==> src/rtl/ofmap_stream_reader.sv <==
// Drains the ofmap SRAM after write-back and serialises each MAC_COL-lane word onto a
// valid/ready element stream (pixel -> tile -> lane order), prefetching one word ahead.
module ofmap_stream_reader #(
    parameter int MAC_COL           = 16,
    parameter int OFMAP_BITWIDTH    = 32,
    parameter int OFMAP_ADDR_BIT    = 10,
    parameter int OFMAP_CHANNEL_NUM = 64,
    parameter int OFMAP_WIDTH       = 14,
    parameter int OFMAP_HEIGHT      = 14
) (
    input  logic                                clk,
    input  logic                                rstn,
    input  logic                                start_in,
    output logic [OFMAP_ADDR_BIT-1:0]           ofmap_addr_out,
    output logic                                ofmap_read_en_out,
    input  logic [MAC_COL*OFMAP_BITWIDTH-1:0]   ofmap_data_in,
    output logic [OFMAP_BITWIDTH-1:0]           dout_data_out,
    output logic                                dout_valid_out,
    input  logic                                dout_ready_in,
    output logic                                dout_last_out,
    output logic                                busy_out,
    output logic                                done_out
);
    localparam int NUM_OUT_TILE = OFMAP_CHANNEL_NUM / MAC_COL;
    localparam int OFMAP_SIZE   = OFMAP_WIDTH * OFMAP_HEIGHT * NUM_OUT_TILE;
    localparam int CNT_W        = OFMAP_ADDR_BIT + 1;
    localparam int LANE_W       = $clog2(MAC_COL);
    localparam logic [CNT_W-1:0]  SIZE_C    = CNT_W'(OFMAP_SIZE);
    localparam logic [LANE_W-1:0] LAST_LANE = LANE_W'(MAC_COL - 1);

    typedef logic [MAC_COL-1:0][OFMAP_BITWIDTH-1:0] word_t;
    typedef enum logic [1:0] {IDLE, LOAD, STREAM, DONE} state_t;

    state_t                    state, state_next;
    word_t                     shift_reg, pf_reg, mem_word;
    logic                      pf_full, rd_pending;
    logic [LANE_W-1:0]         lane_cnt;
    logic [CNT_W-1:0]          issue_addr, load_cnt;
    logic [OFMAP_ADDR_BIT-1:0] last_addr;
    logic                      issue, lane_end, last_word;
    logic                      clear_cnt, shift_from_mem, shift_from_pf, pf_from_mem, lane_inc;

    assign mem_word  = ofmap_data_in;
    assign lane_end  = (lane_cnt == LAST_LANE);
    assign last_word = (load_cnt == SIZE_C);

    // Only one read may be outstanding, and only into an empty prefetch slot.
    assign issue = ((state == LOAD) || (state == STREAM)) && !pf_full && !rd_pending &&
                   (issue_addr < SIZE_C);

    assign ofmap_read_en_out = issue;
    assign ofmap_addr_out    = issue ? issue_addr[OFMAP_ADDR_BIT-1:0] : last_addr;
    assign dout_data_out     = dout_valid_out ? shift_reg[lane_cnt] : '0;
    assign dout_last_out     = dout_valid_out && lane_end && last_word;

    always_ff @(posedge clk) begin
        if (!rstn) begin
            state <= IDLE;
        end else begin
            state <= state_next;
        end
    end

    always_comb begin
        state_next     = state;
        clear_cnt      = 1'b0;
        shift_from_mem = 1'b0;
        shift_from_pf  = 1'b0;
        pf_from_mem    = 1'b0;
        lane_inc       = 1'b0;
        dout_valid_out = 1'b0;
        busy_out       = 1'b0;
        done_out       = 1'b0;
        case (state)
            IDLE: begin
                if (start_in) begin
                    clear_cnt  = 1'b1;
                    state_next = LOAD;
                end
            end
            LOAD: begin
                busy_out = 1'b1;
                if (pf_full) begin
                    shift_from_pf = 1'b1;
                    state_next    = STREAM;
                end else if (rd_pending) begin
                    shift_from_mem = 1'b1;
                    state_next     = STREAM;
                end
            end
            STREAM: begin
                busy_out       = 1'b1;
                dout_valid_out = 1'b1;
                pf_from_mem    = rd_pending;
                if (dout_ready_in) begin
                    if (!lane_end) begin
                        lane_inc = 1'b1;
                    end else if (last_word) begin
                        state_next = DONE;
                    end else if (pf_full) begin
                        shift_from_pf = 1'b1;
                    end else if (rd_pending) begin
                        // Word arriving exactly as the shift reg empties goes straight in.
                        shift_from_mem = 1'b1;
                        pf_from_mem    = 1'b0;
                    end else begin
                        state_next = LOAD;
                    end
                end
            end
            DONE: begin
                done_out   = 1'b1;
                state_next = IDLE;
            end
            default: state_next = IDLE;
        endcase
    end

    always_ff @(posedge clk) begin
        if (!rstn) begin
            shift_reg  <= '0;
            pf_reg     <= '0;
            pf_full    <= 1'b0;
            rd_pending <= 1'b0;
            lane_cnt   <= '0;
            issue_addr <= '0;
            load_cnt   <= '0;
            last_addr  <= '0;
        end else begin
            rd_pending <= issue;
            if (issue) begin
                issue_addr <= issue_addr + CNT_W'(1);
                last_addr  <= issue_addr[OFMAP_ADDR_BIT-1:0];
            end
            if (clear_cnt) begin
                issue_addr <= '0;
                load_cnt   <= '0;
                lane_cnt   <= '0;
                pf_full    <= 1'b0;
            end
            if (shift_from_mem) begin
                shift_reg <= mem_word;
                load_cnt  <= load_cnt + CNT_W'(1);
                lane_cnt  <= '0;
            end else if (shift_from_pf) begin
                shift_reg <= pf_reg;
                pf_full   <= 1'b0;
                load_cnt  <= load_cnt + CNT_W'(1);
                lane_cnt  <= '0;
            end else if (lane_inc) begin
                lane_cnt <= lane_cnt + LANE_W'(1);
            end
            if (pf_from_mem) begin
                pf_reg  <= mem_word;
                pf_full <= 1'b1;
            end
        end
    end

endmodule

==> config.mk <==
export PLATFORM = sky130hd
export DESIGN_NAME = ofmap_stream_reader
export DESIGN_NICKNAME = d
export VERILOG_FILES = /design/src/rtl/ofmap_stream_reader.sv
export SDC_FILE = /design/constraint.sdc
export NUM_CORES = 2
export LEC_CHECK = 0
export BUFFER_PORTS_ARGS = -buffer_cell sky130_fd_sc_hd__buf_2
export CAP_MARGIN = 15
export CORE_MARGIN = 10
export CORE_UTILIZATION = 50
export CTS_BUF_LIST = sky130_fd_sc_hd__clkbuf_4 sky130_fd_sc_hd__clkbuf_8
export DETAILED_ROUTE_END_ITERATION = 10
export PLACE_DENSITY = 0.77
export SLEW_MARGIN = 10
export SYNTH_ARGS = -nofsm -noshare
export SYNTH_HDL_FRONTEND = slang
export SYNTH_SLANG_ARGS = --single-unit
export TNS_END_PERCENT = 20
==> constraint.sdc <==
create_clock -name clk -period 5 [get_ports clk]
set_input_delay 0.25 -clock clk [delete_from_list [all_inputs] [get_ports clk]]
set_output_delay 0.25 -clock clk [all_outputs]
set_load 0.05 [all_outputs]
Yosys cells after proc, flatten, opt, wreduce, memory -nomap -nowiden
Index checks and enable logic that the tools add are counted.
{"block": "word_totals", "register_bits": 1064, "inputBits": 516, "out_inout_bits": 47, "word_cells": 120}
{"block": "classes", "addsub": 3, "magnitude_cmp": 2, "eq_ne": 11, "mux": 48, "n_bitwise": 1, "reduce_logical": 16}
{"op": "$mux 512", "n": 2}
{"op": "$bmux 32 s4", "n": 1}
{"op": "$mux 32", "n": 2}
{"op": "$mux 11", "n": 3}
{"op": "$mux 1", "n": 26}
{"op": "$add 11x1->11 const B", "n": 2}
{"op": "$mux 2", "n": 8}
{"op": "$eq 11x10->1 const B", "n": 1}
{"op": "$lt 11x10->1 const B", "n": 1}
{"op": "$mux 10", "n": 1}
{"op": "$ne 3x3->1 const B", "n": 3}
{"op": "$mux 4", "n": 2}
{"op": "$pmux 2 s4", "n": 1}
{"op": "$ne 2x2->1 const B", "n": 3}
{"op": "$reduce_and 6->1", "n": 1}
{"op": "$logic_and 1x1->1", "n": 5}
{"op": "$lt 4x5->1 const B", "n": 1}
{"op": "$add 4x1->4 const B", "n": 1}
{"op": "$eq 2x2->1 const B", "n": 2}
{"op": "$eq 4x4->1 const B", "n": 1}
{"op": "$pmux 1 s2", "n": 2}
{"op": "$reduce_bool 2->1", "n": 2}
{"op": "$reduce_or 2->1", "n": 2}
{"op": "$reduce_bool 3->1", "n": 1}
{"op": "other kinds (6)", "n": 7}

Longest topological paths before layout
{"block": "depth", "ltp_word": 8, "mapped_depth": 10, "mapped_depth_nobuf": 8}

Worst setup path after synthesis
Ideal clock, no wire load.
{"block": "synth_path", "path_type": "register to output", "from": "reg state[0]", "to": "out ofmap_addr_out[3]", "arrival_ps": 2798, "t_required_ps": 4750, "setup_slack_ps": 1952, "stages_incl_launch_ff": 9, "path_buffers": 1, "cell_sequence": "dfxtp_1 > inv_1 > ha_1 > or4b_1 > a31o_2 > inv_2 > buf_2 > nand2_1 > nand2_1"}
{"block": "synth_via", "elab_chain_len": 6, "word_cells_on_any_way": 7, "classes_between": "eq/ne (2); mux (1); reduce/logical (4)"}
{"item": "start: declaration", "line_no": "34", "rtl": "state_t state, state_next;"}
{"item": "start signal: assignment", "line_no": "60", "rtl": "state <= state_next;"}
{"item": "$eq 2x1->1 / $eq 2x2->1 (equally long branches)", "line_no": "48", "rtl": "assign issue = ((state == LOAD) || (state == STREAM)) && !pf_full && !rd_pending &&"}
{"item": "$logic_or 1x1->1 *", "line_no": "48"}
{"item": "$logic_and 1x1->1 * (3 in series)", "line_no": "48"}
{"item": "via ofmap_read_en_out", "line_no": "15", "rtl": "output logic ofmap_read_en_out,"}
{"item": "$mux 10 *"}
{"item": "end: declaration", "line_no": "14", "rtl": "output logic [OFMAP_ADDR_BIT-1:0] ofmap_addr_out,"}
Mark *: on every way through the listed nets, which the timed path passes. The rest lies on a longest branch.

Worst setup path in the final report
{"block": "layout_path", "from": "reg lane_cnt[0]", "to": "out dout_data_out[6]"}
{"block": "layout_via", "elab_chain_len": 3}
{"item": "start: declaration", "line_no": "37", "rtl": "logic [LANE_W-1:0] lane_cnt;"}
{"item": "start signal: assignment", "line_no": "151", "rtl": "lane_cnt <= lane_cnt + LANE_W'(1);"}
{"item": "$bmux 32 s4", "line_no": "53", "rtl": "assign dout_data_out = dout_valid_out ? shift_reg[lane_cnt] : '0;"}
{"item": "$mux 32 (implied by the code)", "line_no": "53"}
{"item": "$mux 32", "line_no": "53"}
{"item": "end: declaration", "line_no": "17", "rtl": "output logic [OFMAP_BITWIDTH-1:0] dout_data_out,"}
Every way passes these cells. The select of a mux whose other input is x is not followed.

==> out/summary.txt <==
status: finished clean
Critical Path RT: 4750 ps
die area: 0.115 mm2
Slew @ Worst Pin: 1400 ps
Seq. cell area: 0.0213 mm2
Placer Congestion: 0.912
Worst Skew: 47.3 ps
CTS tree: done
Syn Inst Count: 5,540
global-route wire length before repair: 289 mm
final core occ: 0.628
area grow syn2layout: 24.2%
H-tree depth: 4
largest net degree at the start of global routing: 221
post-cts sizing count: 0
Initial DRC Count: 6,101
Hold Path Depth: 4
maximum vdd drop: 0.316 mV
# Post-CTS Setup Buffers: 0
share of layout cells above drive strength 1: 0.239
Fin Setup TNS: 0 ps
sequential share of the synthesized area: 0.419
Power Dens Cells: 360 mW/mm2
root buf cell: clkbuf_8
Final min period: 4340 ps
Async SR Flop Fraction: 0
GRT overflow: 0
CP Capture Type: output port
vias per std cell: 5.96
Critical Path AT: 4090 ps
via count: 47,600
Total Power: 0.0227 W
WL final: 197 mm
CTS Buf Count: 179
HPWL after detailed placement: 119 mm
post-synth top area cell: dfxtp_1
IO Pins: 563
most frequent cell after synthesis: nand2_1
Final period util: 0.868
MaxCap Viol Count: 0
synth top area cells: dfxtp_1, o2bb2ai_2, nand2_1, mux4_2, a21boi_0
Slew Limit Headroom: 0.0685
vias in the first global route: 45,800
FP Rows: 116
YS warnings: 0
top cells by count, synth: nand2_1, dfxtp_1, nor2_1
area of the multi-input gates: 0.0265 mm2
port bufs: 562
startpoint types: flop
Initial DRT Pass Iterations: 8
Fillers: 7,617
DRC viols: 0
Syn Nets: 6,065
crit path max fanout: 58
Initial Util: 0.506
Hold Buf Count CTS: 608
Max Root-Sink Buffers: 3
Die Y: 339 um
drt wl/cell: 24.7 um
CORE AREA: 0.100 mm2
initial antenna violation count: 83
unrepaired setup endpoints after global routing: no
top_reg_cell synth: dfxtp_1
gr usage total: 0.323
number of flops mapped to enable cells by yosys: 0
share of the synthesized area in the top cell type: 0.419
Final Hold Viols: 0
Worst-Skew Late Latency: 880 ps
Final #Nets: 6,963
Finish-stage setup viols: 0
Reg clk slew, reported paths: 70 ps
library cells used by synthesis: 51
# clock sinks: 1,064
WS Path Type: flop to output port
Hold WC Path Type: input pin to flop
DRT antenna net count: 0
Final Slew Violations: 0
Lkg Pwr: 22.8 nW
Yosys reg bits: 1,064
synthesized area per cell: 9.17 um2
mapped cell area: 0.0508 mm2
Die W: 339 um
worst r2r path cells: 7
Max Fclk: 230 MHz
## cell type report
| cell class | instances | share of cell area |
|---|---|---|
| Timing Repair Buffer | 1219 | 0.152 |
| Sequential cell | 1064 | 0.338 |
| Tap cell | 1357 | 0.0269 |
| Antenna cell | 63 | 0.00250 |
| Clock buffer | 290 | 0.0568 |
| Multi-Input combinational cell | 3966 | 0.420 |
| Inverter | 8 | 0.000476 |
| Clock inverter | 22 | 0.00373 |
## worst max-delay path: stages, from the launching register on
cell     delay [ps]
dfxtp_4         890
buf_12          430
mux4_2          680
mux4_2          520
and2_1          280
buf_2           250
## layer usage
metal  up-vias  share of wire  GRT usage
li1      20900              -          -
met1     22600           0.37      0.396
met2      3211           0.44      0.491
met3       844           0.11     0.0939
met4        28          0.078      0.212
met5         -        0.00083          0
## cells in the final DEF (no fill, tap or decap), drive strengths merged, types with 10 or more instances in the layout
cell,synthesis,routed
dlygate4sd3,0,608
a31oi,10,10
mux4,160,160
clkbuf,243,290
buf,259,611
a21oi,524,524
nand3,10,10
and2,46,46
nor2,537,537
dfxtp,1064,1064
diode,0,63
o2bb2ai,512,512
a21boi,513,513
nand2,1579,1579
clkinv,0,17
## path summary, 6_finish.rpt
kind,start,end,slack [ps]
setup / recovery,lane_cnt[0],dout_data_out[6],660
hold / removal,ofmap_data_in[389],pf_reg[389],180
setup reg to reg,lane_cnt[0],pf_reg[337],1000
hold reg to reg,pf_reg[462],pf_reg[462],450
## through the flow
| stage | instance area (um2) | cells | hold WS, ps | worst slack, ps |
|---|---|---|---|---|
| floorplan | 50800 | 5540 | 385 | 1950 |
| global placement | 53100 | 7006 | 440 | 1550 |
| detailed placement | 53100 | 7006 | 445 | 1470 |
| CTS | 63000 | 7926 | 126 | 606 |
| global route | 63100 | 7972 | 181 | 492 |
| finish | 63100 | 7989 | 181 | 661 |
## kinds of logic after synthesis
kind of cell | count (synthesis) | synth area share
xor gates and xnor gates | 10 | 0.00172
and+or+nand+nor | 2205 | 0.168
buffers and inverters | 510 | 0.0595
adders and majority gates | 9 | 0.00222
DFF | 1064 | 0.419
AOI/OAI and AO/OA | 1581 | 0.279
muxes | 161 | 0.0711
## where the power goes
part	leakage (nW)	switching [W]	internal, W	total, W
combinational	12.2	0.00352	0.00167	0.00519
clock	2.03	0.00375	0.00458	0.00833
sequential	8.58	0.000374	0.00881	0.00918
total	22.8	0.00764	0.0151	0.0227
No activity file was read; power rests on OpenSTA's default activity.
